## config.mk

```make
export PLATFORM = sky130hd
export DESIGN_NAME = boot_loader
export DESIGN_NICKNAME = d
export VERILOG_FILES = /design/src/rtl/boot_loader.sv
export SDC_FILE = /design/constraint.sdc
export NUM_CORES = 1
export LEC_CHECK = 0
export CORE_MARGIN = 2
export CORE_UTILIZATION = 34
export CTS_CLUSTER_SIZE = 10
export DETAILED_ROUTE_END_ITERATION = 10
export SLEW_MARGIN = 0
export SYNTH_ARGS = -nofsm -noshare
export SYNTH_HDL_FRONTEND = slang
export SYNTH_SLANG_ARGS = --single-unit
```

## constraint.sdc

```tcl
create_clock -name clk -period 2.9 [get_ports clk]
set_clock_uncertainty 0.05 [all_clocks]
set_input_delay 0.725 -clock clk [delete_from_list [all_inputs] [get_ports clk]]
set_output_delay 0.725 -clock clk [all_outputs]
set_load 0.01 [all_outputs]
```

## src/rtl/boot_loader.sv

```systemverilog
// Purpose: serial boot loader; receives LEN/payload/CHK frames and writes the payload into processor memory.
// Latency: a payload byte accepted on edge k is written (mem_we pulse) in the cycle after edge k; cpu_rst rises the cycle after a good CHK.
// Backpressure: rx_ready is a registered decode of the next state (high only in LEN/DATA/CHK); rx_valid never reaches it combinationally.
//
// Ports:
//   clk        system clock, all state on the rising edge
//   rst        asynchronous active-low reset
//   start      level; in IDLE/RUN/ERR begins a new load, ignored while busy
//   rx_data    incoming byte
//   rx_valid   rx_data valid this cycle (transfer = rx_valid & rx_ready)
//   rx_ready   loader can accept a byte
//   mem_we     single-cycle write strobe per payload byte
//   mem_addr   write address (holds last value between writes)
//   mem_wdata  write data (holds last value between writes)
//   cpu_rst    active-low core reset; high only in RUN
//   busy       high in LEN, DATA and CHK
//   done       high in RUN
//   err        high in ERR
module boot_loader (
  input  logic       clk,
  input  logic       rst,
  input  logic       start,
  input  logic [7:0] rx_data,
  input  logic       rx_valid,
  output logic       rx_ready,
  output logic       mem_we,
  output logic [7:0] mem_addr,
  output logic [7:0] mem_wdata,
  output logic       cpu_rst,
  output logic       busy,
  output logic       done,
  output logic       err
);

  localparam logic [2:0] ST_IDLE = 3'd0;
  localparam logic [2:0] ST_LEN  = 3'd1;
  localparam logic [2:0] ST_DATA = 3'd2;
  localparam logic [2:0] ST_CHK  = 3'd3;
  localparam logic [2:0] ST_RUN  = 3'd4;
  localparam logic [2:0] ST_ERR  = 3'd5;

  logic [2:0] state_q,     state_d;
  logic [7:0] cnt_q,       cnt_d;
  logic [7:0] rem_q,       rem_d;
  logic [7:0] sum_q,       sum_d;
  logic       mem_we_q,    mem_we_d;
  logic [7:0] mem_addr_q,  mem_addr_d;
  logic [7:0] mem_wdata_q, mem_wdata_d;
  logic       rx_ready_q,  rx_ready_d;
  logic       cpu_rst_q,   cpu_rst_d;
  logic       busy_q,      busy_d;
  logic       done_q,      done_d;
  logic       err_q,       err_d;

  logic       rx_acc;
  logic [7:0] chk_sum;

  // A byte only moves when the registered ready meets a valid; every
  // state/counter update below is gated on this, so idle rx cycles are inert.
  assign rx_acc  = rx_valid & rx_ready_q;
  assign chk_sum = sum_q + rx_data;

  always_comb begin
    state_d     = state_q;
    cnt_d       = cnt_q;
    rem_d       = rem_q;
    sum_d       = sum_q;
    mem_we_d    = 1'b0;
    mem_addr_d  = mem_addr_q;
    mem_wdata_d = mem_wdata_q;

    case (state_q)
      ST_IDLE, ST_RUN, ST_ERR: begin
        if (start) begin
          state_d = ST_LEN;
          cnt_d   = 8'h00;
          sum_d   = 8'h00;
          rem_d   = 8'h00;
        end
      end
      ST_LEN: begin
        if (rx_acc) begin
          if (rx_data == 8'h00) begin
            state_d = ST_ERR;
          end else begin
            state_d = ST_DATA;
            rem_d   = rx_data;
          end
        end
      end
      ST_DATA: begin
        if (rx_acc) begin
          mem_we_d    = 1'b1;
          mem_addr_d  = cnt_q;
          mem_wdata_d = rx_data;
          // With at most 255 bytes the counter tops out at 0xFF after the
          // last write to 0xFE, so it cannot wrap inside a frame.
          cnt_d       = cnt_q + 8'd1;
          sum_d       = sum_q + rx_data;
          rem_d       = rem_q - 8'd1;
          if (rem_q == 8'd1) begin
            state_d = ST_CHK;
          end
        end
      end
      ST_CHK: begin
        if (rx_acc) begin
          state_d = (chk_sum == 8'h00) ? ST_RUN : ST_ERR;
        end
      end
      default: begin
        state_d = ST_IDLE;
      end
    endcase
  end

  // Status outputs are flops loaded from the next-state decode, so they are
  // aligned with state_q while carrying no combinational path to the pins.
  always_comb begin
    rx_ready_d = (state_d == ST_LEN) || (state_d == ST_DATA) || (state_d == ST_CHK);
    busy_d     = rx_ready_d;
    done_d     = (state_d == ST_RUN);
    err_d      = (state_d == ST_ERR);
    cpu_rst_d  = (state_d == ST_RUN);
  end

  always_ff @(posedge clk or negedge rst) begin
    if (!rst) begin
      state_q     <= ST_IDLE;
      cnt_q       <= 8'h00;
      rem_q       <= 8'h00;
      sum_q       <= 8'h00;
      mem_we_q    <= 1'b0;
      mem_addr_q  <= 8'h00;
      mem_wdata_q <= 8'h00;
      rx_ready_q  <= 1'b0;
      cpu_rst_q   <= 1'b0;
      busy_q      <= 1'b0;
      done_q      <= 1'b0;
      err_q       <= 1'b0;
    end else begin
      state_q     <= state_d;
      cnt_q       <= cnt_d;
      rem_q       <= rem_d;
      sum_q       <= sum_d;
      mem_we_q    <= mem_we_d;
      mem_addr_q  <= mem_addr_d;
      mem_wdata_q <= mem_wdata_d;
      rx_ready_q  <= rx_ready_d;
      cpu_rst_q   <= cpu_rst_d;
      busy_q      <= busy_d;
      done_q      <= done_d;
      err_q       <= err_d;
    end
  end

  assign rx_ready  = rx_ready_q;
  assign mem_we    = mem_we_q;
  assign mem_addr  = mem_addr_q;
  assign mem_wdata = mem_wdata_q;
  assign cpu_rst   = cpu_rst_q;
  assign busy      = busy_q;
  assign done      = done_q;
  assign err       = err_q;

endmodule

```

Word level (Yosys, flattened, before mapping)
Cells that the tools add are included.
Cells by class
  add/sub/neg operators: 3
  eq/ne operators: 15
  reductions and logical operators: 11
  shifts and indexed selects: 0
  $mul: 0
  $lt $le $gt $ge: 0
  muxes and demuxes: 19
  div/mod/pow operators: 0
  bitwise logic cells: 1
Operators with widths (count)
  $mux W8: 6
  $pmux W8 S2: 2
  $pmux W8 S3: 1
  $mux W3: 6
  $logic_not A8 Y1: 2
  $eq A3 B2 Y1 const B: 4
  $eq A3 B3 Y1 const B: 4
  $pmux W3 S4: 1
  $add A8 B1 Y8 const B: 1
  $add A8 B8 Y8: 1
  $eq A8 B1 Y1 const B: 1
  $ne A2 B2 Y1 const B: 4
  $sub A8 B1 Y8 const B: 1
  $eq A3 B1 Y1 const B: 2
  $reduce_and A5 Y1: 1
  $logic_not A3 Y1: 1
  $mux W1: 3
  $reduce_and A3 Y1: 1
  $reduce_bool A3 Y1: 1
  $reduce_or A3 Y1: 1
  $logic_or A1 B1 Y1: 2
  $reduce_and A2 Y1: 1
  $reduce_bool A2 Y1: 1
  $and A1 B1 Y1: 1
Storage, ports and cells
  latch bits: 0
  memories kept: 0
  memory bits (read-only): 0
  input bits: 12
  RAM bits: 0
  output and inout bits: 22
  register bits: 47

Longest topological paths before layout
  word-level depth: 8
  depth in mapped cells: 8

Least setup slack after synthesis
OpenSTA, ideal clock, no wires.
  kind: input-to-reg
  start: input rx_data[0]
  end: register done_q, in the netlist done
  data required time: 2.730 ns
  cell stages on the path: 7
  setup time: 0.120 ns
  arrival: 2.356 ns
  setup slack: 0.373 ns
  cells stage by stage: ha_1 > fa_1 > a211oi_1 > or2_1 > a311oi_2 > and4_1 > o211a_1
Between the ends
  cells in the longest elaborated chain, start to end: 6
  elaborated cells on any way between the ends: 9
Ends and longest elaborated chain
  from (decl): line 23  | input logic [7:0] rx_data,
  $add A8 B8 Y8: line 61  | assign chk_sum = sum_q + rx_data;
  $logic_not A8 Y1: line 108  | state_d = (chk_sum == 8'h00) ? ST_RUN : ST_ERR;
  $mux W1: line 108
  $mux W3: line 107  | if (rx_acc) begin
  $pmux W3 S4 *: line 72  | case (state_q)
  $eq A3 B3 Y1 *
  named net cpu_rst_d: line 50  | logic cpu_rst_q, cpu_rst_d;
  to (signal assigned): line 152  | done_q <= done_d;
  to (decl): line 52  | logic done_q, done_d;
The timed path passes the listed nets; every way through them passes the cells marked *.
A chain may end at the register's enable or synchronous reset.

Worst setup path after layout
Same ends and word-level chain as after synthesis.

==> impl_results.html <==
<table>
<tr><th>Metric</th><th>Value</th></tr>
<tr><th colspan="2">Setup path</th></tr>
<tr><td>Critical Path RT</td><td>around 3.0 ns</td></tr>
<tr><td>Worst Setup Start Kind</td><td>primary input</td></tr>
<tr><td>Reg2Reg Setup Slack</td><td>0.66 ns</td></tr>
<tr><td>Arrival time reported for the critical path endpoint</td><td>2.88 ns</td></tr>
<tr><td>Endpoint class of the critical path</td><td>register</td></tr>
<tr><td>Maximum fanout encountered on the critical timing path</td><td>3</td></tr>
<tr><td>Number of cell instances on the worst register-to-register path</td><td>7</td></tr>
<tr><td>Highest-delay cell along the critical path</td><td>sky130_fd_sc_hd__clkdlybuf4s50_1</td></tr>
<tr><td>Cell-by-cell trace of the critical path</td><td>clkdlybuf4s50_1 -&gt; ha_1 -&gt; fa_1 -&gt; a211oi_2 -&gt; or2_1 -&gt; a311oi_2 -&gt; and4_1 -&gt; o211a_1</td></tr>
<tr><td>Startpoint of the lowest-slack register-to-register path</td><td>sum_q[0]$_DFFE_PN0P_</td></tr>
<tr><td>Max incr delay on CP</td><td>approximately 0.43 ns</td></tr>
<tr><td>Type of the setup path with the least slack</td><td>primary input to register</td></tr>
<tr><td>End of the worst register-to-register path</td><td>done$_DFF_PN0_</td></tr>
<tr><th colspan="2">STA</th></tr>
<tr><td>Maximum clock rate</td><td>approximately 370 MHz</td></tr>
<tr><td>Max-slew violations</td><td>0</td></tr>
<tr><td>Hold violation total from the final report</td><td>0</td></tr>
<tr><td>Remaining max-slew budget at the tightest pin</td><td>0.6887</td></tr>
<tr><td>Number of endpoints failing setup at the final stage</td><td>0</td></tr>
<tr><td>Actual slew at the worst max-slew pin</td><td>0.4669 ns</td></tr>
<tr><td>Setup repair after global routing missed its margin</td><td>false</td></tr>
<tr><td>PnR worst setup slack</td><td>0.1680 ns</td></tr>
<tr><td>Part of the cycle the worst path needs</td><td>0.9421</td></tr>
<tr><td>Crit path time final</td><td>2.732 ns</td></tr>
<tr><th colspan="2">Power</th></tr>
<tr><td>Switch Pwr</td><td>roughly 1100 µW</td></tr>
<tr><td>Switching power as a share of total power</td><td>0.3942</td></tr>
<tr><td>Static power due to leakage</td><td>0.001459 µW</td></tr>
<tr><td>Sequential Power Share</td><td>0.365</td></tr>
<tr><td>Clock network fraction of total power</td><td>0.173</td></tr>
<tr><td>Logic pwr share</td><td>0.462</td></tr>
<tr><td>Power density cells</td><td>885.5 nW/µm²</td></tr>
<tr><td>Highest ir drop seen on vdd</td><td>just over 0.3 mV</td></tr>
<tr><td>Internal portion of total power</td><td>1708 µW</td></tr>
<tr><th colspan="2">Die</th></tr>
<tr><td>Vertical die dimension</td><td>between 90 and 100 µm</td></tr>
<tr><td>Row cnt</td><td>31</td></tr>
<tr><td>Area inside the core boundary</td><td>7292 µm²</td></tr>
<tr><td>I/O pin cnt</td><td>34</td></tr>
<tr><td>Width of the die</td><td>90.79 µm</td></tr>
<tr><td>Floorplan die area</td><td>between 8000 and 9000 µm²</td></tr>
<tr><td>Initial core utilization</td><td>0.3512</td></tr>
<tr><th colspan="2">Synth</th></tr>
<tr><td>Fraction of the yosys area taken by sequential cells</td><td>0.4592</td></tr>
<tr><td>Cell count after synthesis</td><td>~280</td></tr>
<tr><td>Yosys cell types</td><td>55</td></tr>
<tr><td>Count of flip-flops with a built-in enable after synthesis</td><td>0</td></tr>
<tr><td>Total standard cell area after synthesis</td><td>2561 µm²</td></tr>
<tr><td>Share of synthesized registers carrying an async set or reset</td><td>1.000</td></tr>
<tr><td>Synthesized area divided by synthesized cell count</td><td>9.246 µm²</td></tr>
<tr><td>Total number of yosys warnings</td><td>0</td></tr>
<tr><td>Total of flip-flops plus latches after synthesis</td><td>47</td></tr>
<tr><td>Synth Flop Type</td><td>sky130_fd_sc_hd__dfrtp_1</td></tr>
<tr><td>Total nets after synthesis</td><td>300</td></tr>
<tr><th colspan="2">Place</th></tr>
<tr><td>Setup Slack @ Placement</td><td>-0.2063 ns</td></tr>
<tr><td>Number of port buffers</td><td>33</td></tr>
<tr><td>RD Place Congestion</td><td>0.8129</td></tr>
<tr><td>Cell area reported after detailed placement</td><td>3065 µm²</td></tr>
<tr><td>HPWL after detailed placement</td><td>4.576 mm</td></tr>
<tr><th colspan="2">Finish</th></tr>
<tr><td>Layout-stage area growth over the synthesis result</td><td>24.28%</td></tr>
<tr><td>Fillcell total</td><td>751</td></tr>
<tr><td>Net count of the finished layout</td><td>approximately 340</td></tr>
<tr><td>Post-route cell area</td><td>3183 µm²</td></tr>
<tr><td>Antenna diode count</td><td>0</td></tr>
<tr><td>Share of layout cells above drive strength 1</td><td>0.1366</td></tr>
<tr><th colspan="2">Global route</th></tr>
<tr><td>Wire length of the first global-routing pass</td><td>around 11 mm</td></tr>
<tr><td>Largest net degree at the start of global routing</td><td>24</td></tr>
<tr><td>Via count of the first global-routing pass</td><td>2,159</td></tr>
<tr><td>Overall overflow remaining after global route</td><td>0</td></tr>
<tr><td>Antenna violations before repair</td><td>0</td></tr>
<tr><td>Overall global routing resource usage</td><td>0.1618</td></tr>
<tr><th colspan="2">Clock tree</th></tr>
<tr><td>Number of levels the H-tree was split into</td><td>2</td></tr>
<tr><td>Number of buffers added to fix hold violations after cts</td><td>0</td></tr>
<tr><td>Later-pin clock latency in the skew report</td><td>0.30 ns</td></tr>
<tr><td>Root Driver</td><td>sky130_fd_sc_hd__clkbuf_8</td></tr>
<tr><td>TritonCTS sink count</td><td>47</td></tr>
<tr><td>Number of buffers added by the clock tree synthesis step</td><td>5</td></tr>
<tr><td>TritonCTS clock tree</td><td>yes</td></tr>
<tr><td>Post-CTS clock slew at the launch and capture registers of the worst setup and hold paths</td><td>approximately 0.090 ns</td></tr>
<tr><td>Buffer levels on the longest clock path</td><td>2</td></tr>
<tr><th colspan="2">Route</th></tr>
<tr><td>Number of routed nets with antenna violations</td><td>0</td></tr>
<tr><td>Drt total wl</td><td>6.075 mm</td></tr>
<tr><td>Number of remaining DRC errors</td><td>0</td></tr>
<tr><td>First-pass detailed-route iteration total</td><td>4</td></tr>
<tr><td>WL/cell</td><td>between 10 and 15 µm</td></tr>
<tr><td>Iter 0 DRT Violations</td><td>around 130</td></tr>
<tr><td>Routed via count</td><td>2,115</td></tr>
<tr><td>Via density per instance</td><td>about 5</td></tr>
<tr><th colspan="2">Outcome</th></tr>
<tr><td>Run status</td><td>finished, final reports clean</td></tr>
<tr><th colspan="2">Flow run</th></tr>
<tr><td>Maxcap violations</td><td>0</td></tr>
<tr><th colspan="2">Min path</th></tr>
<tr><td>Min-delay worst type</td><td>primary input to asynchronous set/reset pin</td></tr>
</table>
critical path, delay by kind of cell:
| kind | cells | cell delay, ns |
|---|---|---|
| fa+ha+maj | 2 | 0.66 |
| compound gates | 3 | 0.61 |
| simple gates | 2 | 0.45 |
| buf+inv | 1 | 0.43 |
synth_stat cells (2+ instances only):
cell	n	area, µm²
sky130_fd_sc_hd__o21ai_2	4	35.03
sky130_fd_sc_hd__nand2b_1	2	12.51
sky130_fd_sc_hd__buf_4	3	22.52
sky130_fd_sc_hd__o21ai_1	4	20.02
sky130_fd_sc_hd__nor3_1	4	20.02
sky130_fd_sc_hd__nand2_1	66	247.7
sky130_fd_sc_hd__o211ai_1	4	30.03
sky130_fd_sc_hd__nor4_2	2	25.02
sky130_fd_sc_hd__and3_1	3	18.77
sky130_fd_sc_hd__nand3_1	17	85.08
sky130_fd_sc_hd__or2_1	2	12.51
sky130_fd_sc_hd__buf_6	3	33.78
sky130_fd_sc_hd__a21oi_1	10	50.05
sky130_fd_sc_hd__o22ai_1	2	12.51
sky130_fd_sc_hd__inv_1	4	15.01
sky130_fd_sc_hd__a31oi_1	4	25.02
sky130_fd_sc_hd__nor2_1	19	71.32
sky130_fd_sc_hd__xnor2_1	5	43.79
sky130_fd_sc_hd__dfrtp_1	47	1176
sky130_fd_sc_hd__nand4_1	2	12.51
sky130_fd_sc_hd__o21ai_0	12	60.06
sky130_fd_sc_hd__a211oi_1	5	37.54
sky130_fd_sc_hd__buf_2	2	10.01
sky130_fd_sc_hd__clkbuf_1	5	18.77
sky130_fd_sc_hd__xor2_1	4	35.03
sky130_fd_sc_hd__a22oi_1	4	30.03
sky130_fd_sc_hd__ha_1	10	125.1
registers in the layout, indices dropped and copies added (netlist names):
register / flops
mem_wdata: 8
mem_we: 1
busy: 1
err: 1
mem_addr: 8
rem_q: 8
sum_q: 8
state_q: 3
cnt_q: 8
done: 1
power by group through the flow:
stage / Clock, µW / Combinational, µW / Sequential (µW)
after floorplan: 0 / 878 / 1020
after global placement: 0 / 1280 / 1040
after detailed placement: 0 / 1300 / 1040
after CTS: 507 / 1310 / 1030
after global routing: 526 / 1460 / 1060
final: 488 / 1300 / 1030
routing by layer:
layer | routed length [µm] | part of all wire | up-vias | track usage
met4 | 59 | 0.0097 | 0 | 0.04798
met1 | 3052 | 0.50 | 1016 | 0.2262
met5 | 0 | 0 | - | 0
met3 | 152 | 0.025 | 4 | 0.02922
met2 | 2811 | 0.46 | 36 | 0.2568
li1 | - | - | 1059 | -
cells in the final DEF (no fill, tap or decap), types with 2 or more instances in the layout:
master | synthesis | routed
sky130_fd_sc_hd__a22oi_1 | 4 | 4
sky130_fd_sc_hd__nand2_1 | 66 | 66
sky130_fd_sc_hd__xnor2_1 | 5 | 5
sky130_fd_sc_hd__nand4_1 | 2 | 2
sky130_fd_sc_hd__a211oi_1 | 5 | 4
sky130_fd_sc_hd__o21ai_1 | 4 | 4
sky130_fd_sc_hd__ha_1 | 10 | 10
sky130_fd_sc_hd__or2_1 | 2 | 2
sky130_fd_sc_hd__o211ai_1 | 4 | 4
sky130_fd_sc_hd__inv_1 | 4 | 4
sky130_fd_sc_hd__o22ai_1 | 2 | 2
sky130_fd_sc_hd__nor2_1 | 19 | 19
sky130_fd_sc_hd__clkbuf_8 | 0 | 5
sky130_fd_sc_hd__clkdlybuf4s50_1 | 0 | 32
sky130_fd_sc_hd__a21oi_1 | 10 | 10
sky130_fd_sc_hd__nand2b_1 | 2 | 2
sky130_fd_sc_hd__o21ai_2 | 4 | 4
sky130_fd_sc_hd__a31oi_1 | 4 | 4
sky130_fd_sc_hd__and3_1 | 3 | 3
sky130_fd_sc_hd__xor2_1 | 4 | 4
sky130_fd_sc_hd__nor4_2 | 2 | 2
sky130_fd_sc_hd__dfrtp_1 | 47 | 47
sky130_fd_sc_hd__nor3_1 | 4 | 4
sky130_fd_sc_hd__buf_4 | 3 | 16
sky130_fd_sc_hd__o21ai_0 | 12 | 12
sky130_fd_sc_hd__nand3_1 | 17 | 17
area by class of cell:
type                    count  area [µm²]  area share
clock buffers               5       68.82     0.02162
multi-input cells         212        1286      0.4041
well taps                  99       123.9     0.03892
inverters                   5       18.77    0.005896
flip-flops and latches     47        1176      0.3695
clock inverters             3       43.79     0.01376
repair buffers             50       465.4      0.1462
per-stage QoR:
stage	setup TNS, ns	hold WS, ns	instances	power, µW	utilization
5_1_grt	0	0.3404	421	3048	0.4365
4_1_cts	0	0.3192	421	2843	0.4358
3_5_place_dp	-0.5954	0.4116	413	2345	0.4204
2_1_floorplan	0	0.3794	277	1900	-
6_report	0	0.3108	421	2819	0.4365
3_3_place_gp	-0.4658	0.4091	413	2322	0.4204
repair_timing:
action,4_1_cts,5_1_grt
buffers inserted,0,0
setup endpoints to repair,0,3
resized for setup,0,1
how the worst max path moves through the flow:
| stage | slack, ns | start | to |
|---|---|---|---|
| floorplan | 0.37 | rx_data[0] | done$_DFF_PN0_ |
| global placement | -0.16 | rx_data[0] | state_q[0]$_DFF_PN0_ |
| detailed placement | -0.21 | rx_data[0] | done$_DFF_PN0_ |
| CTS | 0.11 | rx_data[0] | done$_DFF_PN0_ |
| global route | 0.05 | rx_data[0] | state_q[0]$_DFF_PN0_ |
| finish | 0.17 | rx_data[0] | done$_DFF_PN0_ |
cells by family after synthesis:
| logic type | count (synthesis) | share of synthesized area |
|---|---|---|
| AND/OR/NAND/NOR | 131 | 0.2428 |
| XOR/XNOR | 9 | 0.03077 |
| AO/OA/AOI/OAI | 60 | 0.1661 |
| buffers and inverters | 18 | 0.04054 |
| flip-flops | 47 | 0.4592 |
| adder cells (fa/ha/maj) | 11 | 0.05667 |
| multiplexers | 1 | 0.003908 |
(Power assumes the default switching activity.)
